### src/rtl/multicycle_ctrl_fsm.sv
`default_nettype none
// ============================================================================
// Module   : multicycle_ctrl_fsm
// Brief    : RV32 multi-cycle main controller (FETCH/DECODE/EXEC/MEM/WB) with
//            shared memory port handshake, timeout trap and optional perf
//            counters enabled by defining MCTRL_PERF_CNT_EN.
// Revision : 1.0 - initial release
// ============================================================================
module multicycle_ctrl_fsm #(
  parameter int MEM_TIMEOUT = 15
) (
  input  logic        clk,
  input  logic        reset,
  input  logic [6:0]  opcode,
  input  logic        branch_taken,
  input  logic        mem_ready,
  output logic        mem_req,
  output logic        mem_we,
  output logic        iord,
  output logic        ir_write,
  output logic        pc_write,
  output logic [1:0]  pc_src,
  output logic        reg_write,
  output logic [1:0]  mem_to_reg,
  output logic        alu_src_b,
  output logic [1:0]  alu_op,
  output logic        trap,
  output logic [2:0]  state_o
`ifdef MCTRL_PERF_CNT_EN
  ,
  output logic [31:0] cycle_cnt,
  output logic [31:0] instret_cnt
`endif
);

  typedef enum logic [2:0] {
    S_FETCH  = 3'd0,
    S_DECODE = 3'd1,
    S_EXEC   = 3'd2,
    S_MEM_RD = 3'd3,
    S_MEM_WR = 3'd4,
    S_WB_ALU = 3'd5,
    S_WB_MEM = 3'd6,
    S_TRAP   = 3'd7
  } state_t;

  localparam logic [6:0] c_OP_R    = 7'b0110011;
  localparam logic [6:0] c_OP_I    = 7'b0010011;
  localparam logic [6:0] c_OP_LD   = 7'b0000011;
  localparam logic [6:0] c_OP_ST   = 7'b0100011;
  localparam logic [6:0] c_OP_BR   = 7'b1100011;
  localparam logic [6:0] c_OP_JAL  = 7'b1101111;
  localparam logic [6:0] c_OP_JALR = 7'b1100111;

  // Counter only has to reach MEM_TIMEOUT-1: the wait cycle that would reach
  // MEM_TIMEOUT is the one that redirects to TRAP.
  localparam int              c_CW       = (MEM_TIMEOUT < 2) ? 1 : $clog2(MEM_TIMEOUT);
  localparam logic [c_CW-1:0] c_CNT_LAST = c_CW'(MEM_TIMEOUT - 1);

  state_t          r_state;
  state_t          w_next;
  logic [6:0]      r_op;
  logic [c_CW-1:0] r_cnt;
  logic            r_trap;

  logic            w_mem_req;
  logic            w_mem_we;
  logic            w_iord;
  logic            w_ir_write;
  logic            w_pc_write;
  logic [1:0]      w_pc_src;
  logic            w_reg_write;
  logic [1:0]      w_mem_to_reg;
  logic            w_alu_src_b;
  logic [1:0]      w_alu_op;

  always_comb begin
    w_next       = r_state;
    w_mem_req    = 1'b0;
    w_mem_we     = 1'b0;
    w_iord       = 1'b0;
    w_ir_write   = 1'b0;
    w_pc_write   = 1'b0;
    w_pc_src     = 2'd0;
    w_reg_write  = 1'b0;
    w_mem_to_reg = 2'd0;
    w_alu_src_b  = 1'b0;
    w_alu_op     = 2'b00;

    case (r_state)
      S_FETCH: begin
        w_mem_req = 1'b1;
        if (mem_ready) begin
          w_ir_write = 1'b1;
          w_pc_write = 1'b1;
          w_next     = S_DECODE;
        end
      end

      S_DECODE: begin
        case (opcode)
          c_OP_R, c_OP_I, c_OP_LD, c_OP_ST,
          c_OP_BR, c_OP_JAL, c_OP_JALR: w_next = S_EXEC;
          default:                      w_next = S_TRAP;
        endcase
      end

      S_EXEC: begin
        case (r_op)
          c_OP_R: begin
            w_alu_op = 2'b10;
            w_next   = S_WB_ALU;
          end
          c_OP_I: begin
            w_alu_src_b = 1'b1;
            w_alu_op    = 2'b10;
            w_next      = S_WB_ALU;
          end
          c_OP_LD: begin
            w_alu_src_b = 1'b1;
            w_next      = S_MEM_RD;
          end
          c_OP_ST: begin
            w_alu_src_b = 1'b1;
            w_next      = S_MEM_WR;
          end
          c_OP_BR: begin
            w_alu_op   = 2'b01;
            w_pc_write = branch_taken;
            w_pc_src   = 2'd1;
            w_next     = S_FETCH;
          end
          c_OP_JAL: begin
            w_pc_write   = 1'b1;
            w_pc_src     = 2'd1;
            w_reg_write  = 1'b1;
            w_mem_to_reg = 2'd2;
            w_alu_op     = 2'b11;
            w_next       = S_FETCH;
          end
          c_OP_JALR: begin
            w_pc_write   = 1'b1;
            w_pc_src     = 2'd2;
            w_reg_write  = 1'b1;
            w_mem_to_reg = 2'd2;
            w_alu_src_b  = 1'b1;
            w_alu_op     = 2'b11;
            w_next       = S_FETCH;
          end
          default: w_next = S_TRAP;
        endcase
      end

      S_MEM_RD: begin
        w_mem_req = 1'b1;
        w_iord    = 1'b1;
        if (mem_ready) w_next = S_WB_MEM;
      end

      S_MEM_WR: begin
        w_mem_req = 1'b1;
        w_mem_we  = 1'b1;
        w_iord    = 1'b1;
        if (mem_ready) w_next = S_FETCH;
      end

      S_WB_ALU: begin
        w_reg_write = 1'b1;
        w_next      = S_FETCH;
      end

      S_WB_MEM: begin
        w_reg_write  = 1'b1;
        w_mem_to_reg = 2'd1;
        w_next       = S_FETCH;
      end

      S_TRAP:  w_next = S_TRAP;
      default: w_next = S_TRAP;
    endcase

    // A ready in the final allowed wait cycle still completes normally.
    if (w_mem_req && !mem_ready && (r_cnt == c_CNT_LAST)) w_next = S_TRAP;
  end

  always_ff @(posedge clk or posedge reset) begin
    if (reset) begin
      r_state     <= S_FETCH;
      r_op        <= 7'd0;
      r_cnt       <= '0;
      r_trap      <= 1'b0;
`ifdef MCTRL_PERF_CNT_EN
      cycle_cnt   <= 32'd0;
      instret_cnt <= 32'd0;
`endif
    end else begin
      r_state <= w_next;
      if (r_state == S_DECODE) r_op <= opcode;
      if ((w_next != r_state) || !w_mem_req || mem_ready) r_cnt <= '0;
      else                                                 r_cnt <= r_cnt + 1'b1;
      if (w_next == S_TRAP) r_trap <= 1'b1;
`ifdef MCTRL_PERF_CNT_EN
      if (r_state != S_TRAP) cycle_cnt <= cycle_cnt + 32'd1;
      if ((w_next == S_FETCH) &&
          ((r_state == S_EXEC) || (r_state == S_WB_ALU) ||
           (r_state == S_WB_MEM) || (r_state == S_MEM_WR)))
        instret_cnt <= instret_cnt + 32'd1;
`endif
    end
  end

  // Strobes are forced low for the whole reset assertion, not just after an edge.
  assign mem_req    = w_mem_req   & ~reset;
  assign mem_we     = w_mem_we    & ~reset;
  assign iord       = w_iord      & ~reset;
  assign ir_write   = w_ir_write  & ~reset;
  assign pc_write   = w_pc_write  & ~reset;
  assign reg_write  = w_reg_write & ~reset;
  assign alu_src_b  = w_alu_src_b & ~reset;
  assign pc_src     = reset ? 2'd0 : w_pc_src;
  assign mem_to_reg = reset ? 2'd0 : w_mem_to_reg;
  assign alu_op     = reset ? 2'd0 : w_alu_op;
  assign trap       = r_trap;
  assign state_o    = r_state;

endmodule
`default_nettype wire
### config.mk
export PLATFORM = sky130hd
export DESIGN_NAME = multicycle_ctrl_fsm
export DESIGN_NICKNAME = d
export VERILOG_FILES = /design/src/rtl/multicycle_ctrl_fsm.sv
export SDC_FILE = /design/constraint.sdc
export NUM_CORES = 1
export LEC_CHECK = 0
export CORE_ASPECT_RATIO = 0.8
export CORE_MARGIN = 4
export CORE_UTILIZATION = 50
export CTS_BUF_LIST = sky130_fd_sc_hd__clkbuf_16
export DETAILED_ROUTE_END_ITERATION = 6
export GPL_TIMING_DRIVEN = 0
export PLACE_DENSITY = 0.85
export REMOVE_ABC_BUFFERS = 1
export SYNTH_ARGS = -nofsm -noshare
export SYNTH_HDL_FRONTEND = slang
export SYNTH_SLANG_ARGS = --single-unit
### constraint.sdc
create_clock -name clk -period 3.3 [get_ports clk]
set_clock_uncertainty 0.2 [all_clocks]
set_input_delay 0.495 -clock clk [delete_from_list [all_inputs] [get_ports clk]]
set_output_delay 0.495 -clock clk [all_outputs]
set_load 0.03 [all_outputs]
; Word level (Yosys, flattened, before mapping)
; Index checks and enable logic that the tools add are counted.
[op_classes]
addsub = 1
mul = 0
div_mod_pow = 0
magnitude_cmp = 0
eq_ne = 24
shifts = 0
muxes = 28
n_bitwise = 8
reduce_logical = 16
[op_table]
columns = operator, n
row1 = $eq 7x7->1 const B, 6
row2 = $eq 7x6->1 const B, 4
row3 = $pmux 3 s7, 1
row4 = $eq 3x3->1 const B, 5
row5 = $mux 3, 5
row6 = $eq 7x2->1 const B, 2
row7 = $eq 7x5->1 const B, 2
row8 = $mux 2, 6
row9 = $pmux 3 s4, 1
row10 = $reduce_or 2->1, 5
row11 = $mux 1, 8
row12 = $pmux 2 s2, 2
row13 = $and 1x1->1, 7
row14 = $reduce_or 7->1, 1
row15 = $eq 3x2->1 const B, 2
row16 = $pmux 1 s2, 3
row17 = $pmux 2 s3, 1
row18 = $reduce_or 3->1, 2
row19 = $add 4x1->4 const B, 1
row20 = $eq 4x4->1 const B, 1
row21 = $mux 4, 1
row22 = $reduce_or 4->1, 1
row23 = $eq 3x1->1 const B, 1
row24 = $logic_not 3->1, 1
row25 = 5 further kinds, 8
[totals]
reg_bits = 15
latch_bits = 0
ramBits = 0
rom_bits = 0
inputBits = 11
output_inout_bits = 17
word_cells = 81
memories = 0

; Longest topological paths before layout
[logic_depth]
word_depth = 10
mapped_depth = 7
ltp_nobuf = 7

; Least setup slack after synthesis
; OpenSTA, ideal clock, no wires.
[synth_timing]
kind = register -> output
startpoint = register r_state[2] (netlist: state_o[2])
endpoint = output port pc_src[1]
t_arrival_ps = 1855
required_time_ps = 2605
slack_ps = 750
stages_incl_launch_ff = 5
path_buffers = 1
cell_sequence = dfrtp_1 > buf_4 > nor3_1 > nand2_1 > nor3_1
[synth_between]
elab_chain_cells = 3
[synth_rtl]
columns = item, line
row1 = "start, declared", 60  ; state_t r_state;
row2 = "start signal, assigned", 197  ; r_state <= w_next;
row3 = $eq 3x2->1, 90  ; case (r_state)
row4 = $mux 2, 90
row5 = $mux 2, 220  ; assign pc_src = reset ? 2'd0 : w_pc_src;
row6 = "end, declared", 22  ; output logic [1:0] pc_src,
; Every way passes these cells.

; Worst setup path in the final report
[layout_timing]
startpoint = input port reset
endpoint = output port mem_to_reg[0]
[layout_between]
elab_chain_cells = 1
[layout_rtl]
columns = item, line
row1 = "start, declared", 13  ; input logic reset,
row2 = $mux 2, 221  ; assign mem_to_reg = reset ? 2'd0 : w_mem_to_reg;
row3 = "end, declared", 24  ; output logic [1:0] mem_to_reg,
; Every way passes these cells.

==> reports/metrics.cfg <==
[outcome]
status = completed

[clocking]
cts_max_level = 1
clock_path_buffers = 2
postCtsResizedCells = 0
clock_latency_ns = 0.24
cts_tree = yes
ctsHoldBuffers = 0
cts-root-buf = clkbuf_16
cts_num_sinks = 15
cts_buffers = 3
clk_pin_slew_ns = 0.05
post_cts_buffers = 0

[critical_path]
critPathMaxFanout = 17
cp.arrival_ns = 2.43
worst_setup_path_end_kind = output port
critPathLaunch = reset
r2r_start = state_o[2]$_DFF_PP0_
path_class = input port to output port
start_kind = input port
reg2regPathDepth = 5
cp.required_ns = 2.60

[synth]
synth_area_sq_um = 1020
synth_edf_count = 0
yosys_most_used_dff = dfrtp_1
syn_avg_cell_area_sq_um = 9.54
ys_seq_elements = 15
synth_cell_types = 43
synth-seq-area-share = 0.368
synth_cells = 107
async_flop_share = 1.00
yosys_warnings = 0

[final_layout]
fin_area_sq_um = 1380
final_util = 0.721
drive_gt1_frac = 0.163
antenna_cells = 0
nNetsFinal = 149
syn2layout_area_growth_pct = 34.9

[placement]
hpwl_mm = 1.67
place_congestion = 0.818
portBuffers = 27
placed_cell_area_sq_um = 1290

[hold_path]
hold_path.class = flop to flop
holdCritStartpoint = trap$_DFFE_PP0N_
worstHoldPathCells = 1

[sta]
report.final.hold_viol_count = 0
tns_ns = 0
tightestPinTransition_ns = 0.495
fin_crit_ns = 3.12
setup_viol_count_final = 0
fin_crit_sh = 0.947
hold_slack_ns = 0.278
rsz0062_at_grt = false
slew_headroom = 0.670
slew_violations = 0
max_freq_ghz = 0.320

[global_routing]
grt_overflow = 0
grt_pass1_wl_mm = 3.77
antenna_found_initial = 0
track_usage = 0.169
grt_start_max_net_pins = 18
grt_pass1_vias = 803

[floorplanning]
die-area_sq_um = 2830
start_util = 0.535
coreArea_sq_um = 1910
fp.dieH_microns = 48.4
die_w_microns = 58.5
ios = 28
rows = 14

[drt]
drc_errors = 0
ant_nets = 0
routed_wl_mm = 2.27
avgViaCountPerCell = 5.77
wl_per_cell_microns = 14.3
drt-pass1-iter-count = 5
vias = 917
drt_iter0_markers = 30

[power]
ir_drop_uv = 303
power.leakage_nw = 0.547
power_density_nw_per_um2 = 315

[run]
cap_violations = 0

==> registers in the layout, summed over array words and instances, names as in the netlist <==
name     flops
r_op         7
state_o      3
r_cnt        4
trap         1
==> area by class of cell <==
class / instances / area [sq um]
Clock buffer: 3 / 75.1
Clock inverter: 1 / 3.75
Fill cell: 128 / 532
Inverter: 6 / 28.8
Multi-Input combinational cell: 83 / 594
Sequential cell: 15 / 375
Tap cell: 24 / 30.0
Timing Repair Buffer: 27 / 270
==> metal layers <==
layer  track usage  part of all wire  vias up
met5             0                 0        -
met4        0.0695             0.010        0
li1              -                 -      452
met1         0.257              0.51      432
met2         0.240              0.42       29
met3        0.0213             0.060        4
==> where the power goes <==
part	internal, mW	total [mW]	switching, mW
sequential	0.184	0.184	0
clock	0.160	0.227	0.0674
combinational	0.0121	0.0219	0.00978
==> per-stage QoR <==
| stage | cells | setup slack [ns] | power, mW |
|---|---|---|---|
| 2_1_floorplan | 104 | 0.809 | 0.193 |
| 3_3_place_gp | 155 | 0.163 | 0.208 |
| 3_5_place_dp | 155 | 0.129 | 0.209 |
| 4_1_cts | 159 | 0.126 | 0.438 |
| 5_1_grt | 159 | 0.00267 | 0.451 |
| 6_report | 159 | 0.176 | 0.434 |
==> cell usage in the layout, fill, tap and decap left out, types with 3 or more instances in the layout <==
| cell | Yosys | final |
|---|---|---|
| nor3_1 | 4 | 4 |
| clkdlybuf4s50_1 | 0 | 27 |
| mux2_2 | 5 | 5 |
| nand2_1 | 9 | 9 |
| nand4_1 | 3 | 3 |
| dfrtp_1 | 15 | 15 |
| a21oi_1 | 4 | 4 |
| nand3_1 | 4 | 4 |
| inv_1 | 5 | 5 |
| nor2_1 | 12 | 12 |
| nor3_2 | 3 | 3 |
| o21ai_0 | 4 | 4 |
| clkbuf_16 | 0 | 3 |
==> Yosys cell counts, types with 3 or more instances <==
cell type,number,area (sq um)
dfrtp_1,15,375
nor3_1,4,20.0
nand3_1,4,20.0
nand2_1,9,33.8
o21ai_0,4,20.0
nor3_2,3,30.0
a21oi_1,4,20.0
inv_1,5,18.8
mux2_2,5,56.3
nand4_1,3,18.8
nor2_1,12,45.0
==> worst max-delay path: stages <==
cell and delay (ns):
clkdlybuf4s50_1 0.62, clkinvlp_4 0.39, and4_1 0.34, clkdlybuf4s50_1 0.59
==> path summary, 6_finish.rpt <==
check / end / slack (ns)
max in group asynchronous: r_op[2]$_DFFE_PP0P_ / 2.14
hold / removal: trap$_DFFE_PP0N_ / 0.28
setup reg to reg: trap$_DFFE_PP0N_ / 1.40
min in group asynchronous: r_cnt[2]$_DFF_PP0_ / 0.53
hold reg to reg: trap$_DFFE_PP0N_ / 0.28
setup / recovery: mem_to_reg[0] / 0.18
==> logic make-up after synthesis <==
| group | share of synthesized area |
|---|---|
| flip-flops | 0.368 |
| buffers and inverters | 0.0502 |
| AO/OA/AOI/OAI | 0.183 |
| multiplexers | 0.0649 |
| XOR/XNOR | 0.0172 |
| adder cells (fa/ha/maj) | 0.0245 |
| AND/OR/NAND/NOR | 0.293 |
Note: power is estimated with default switching activity, not from simulation.
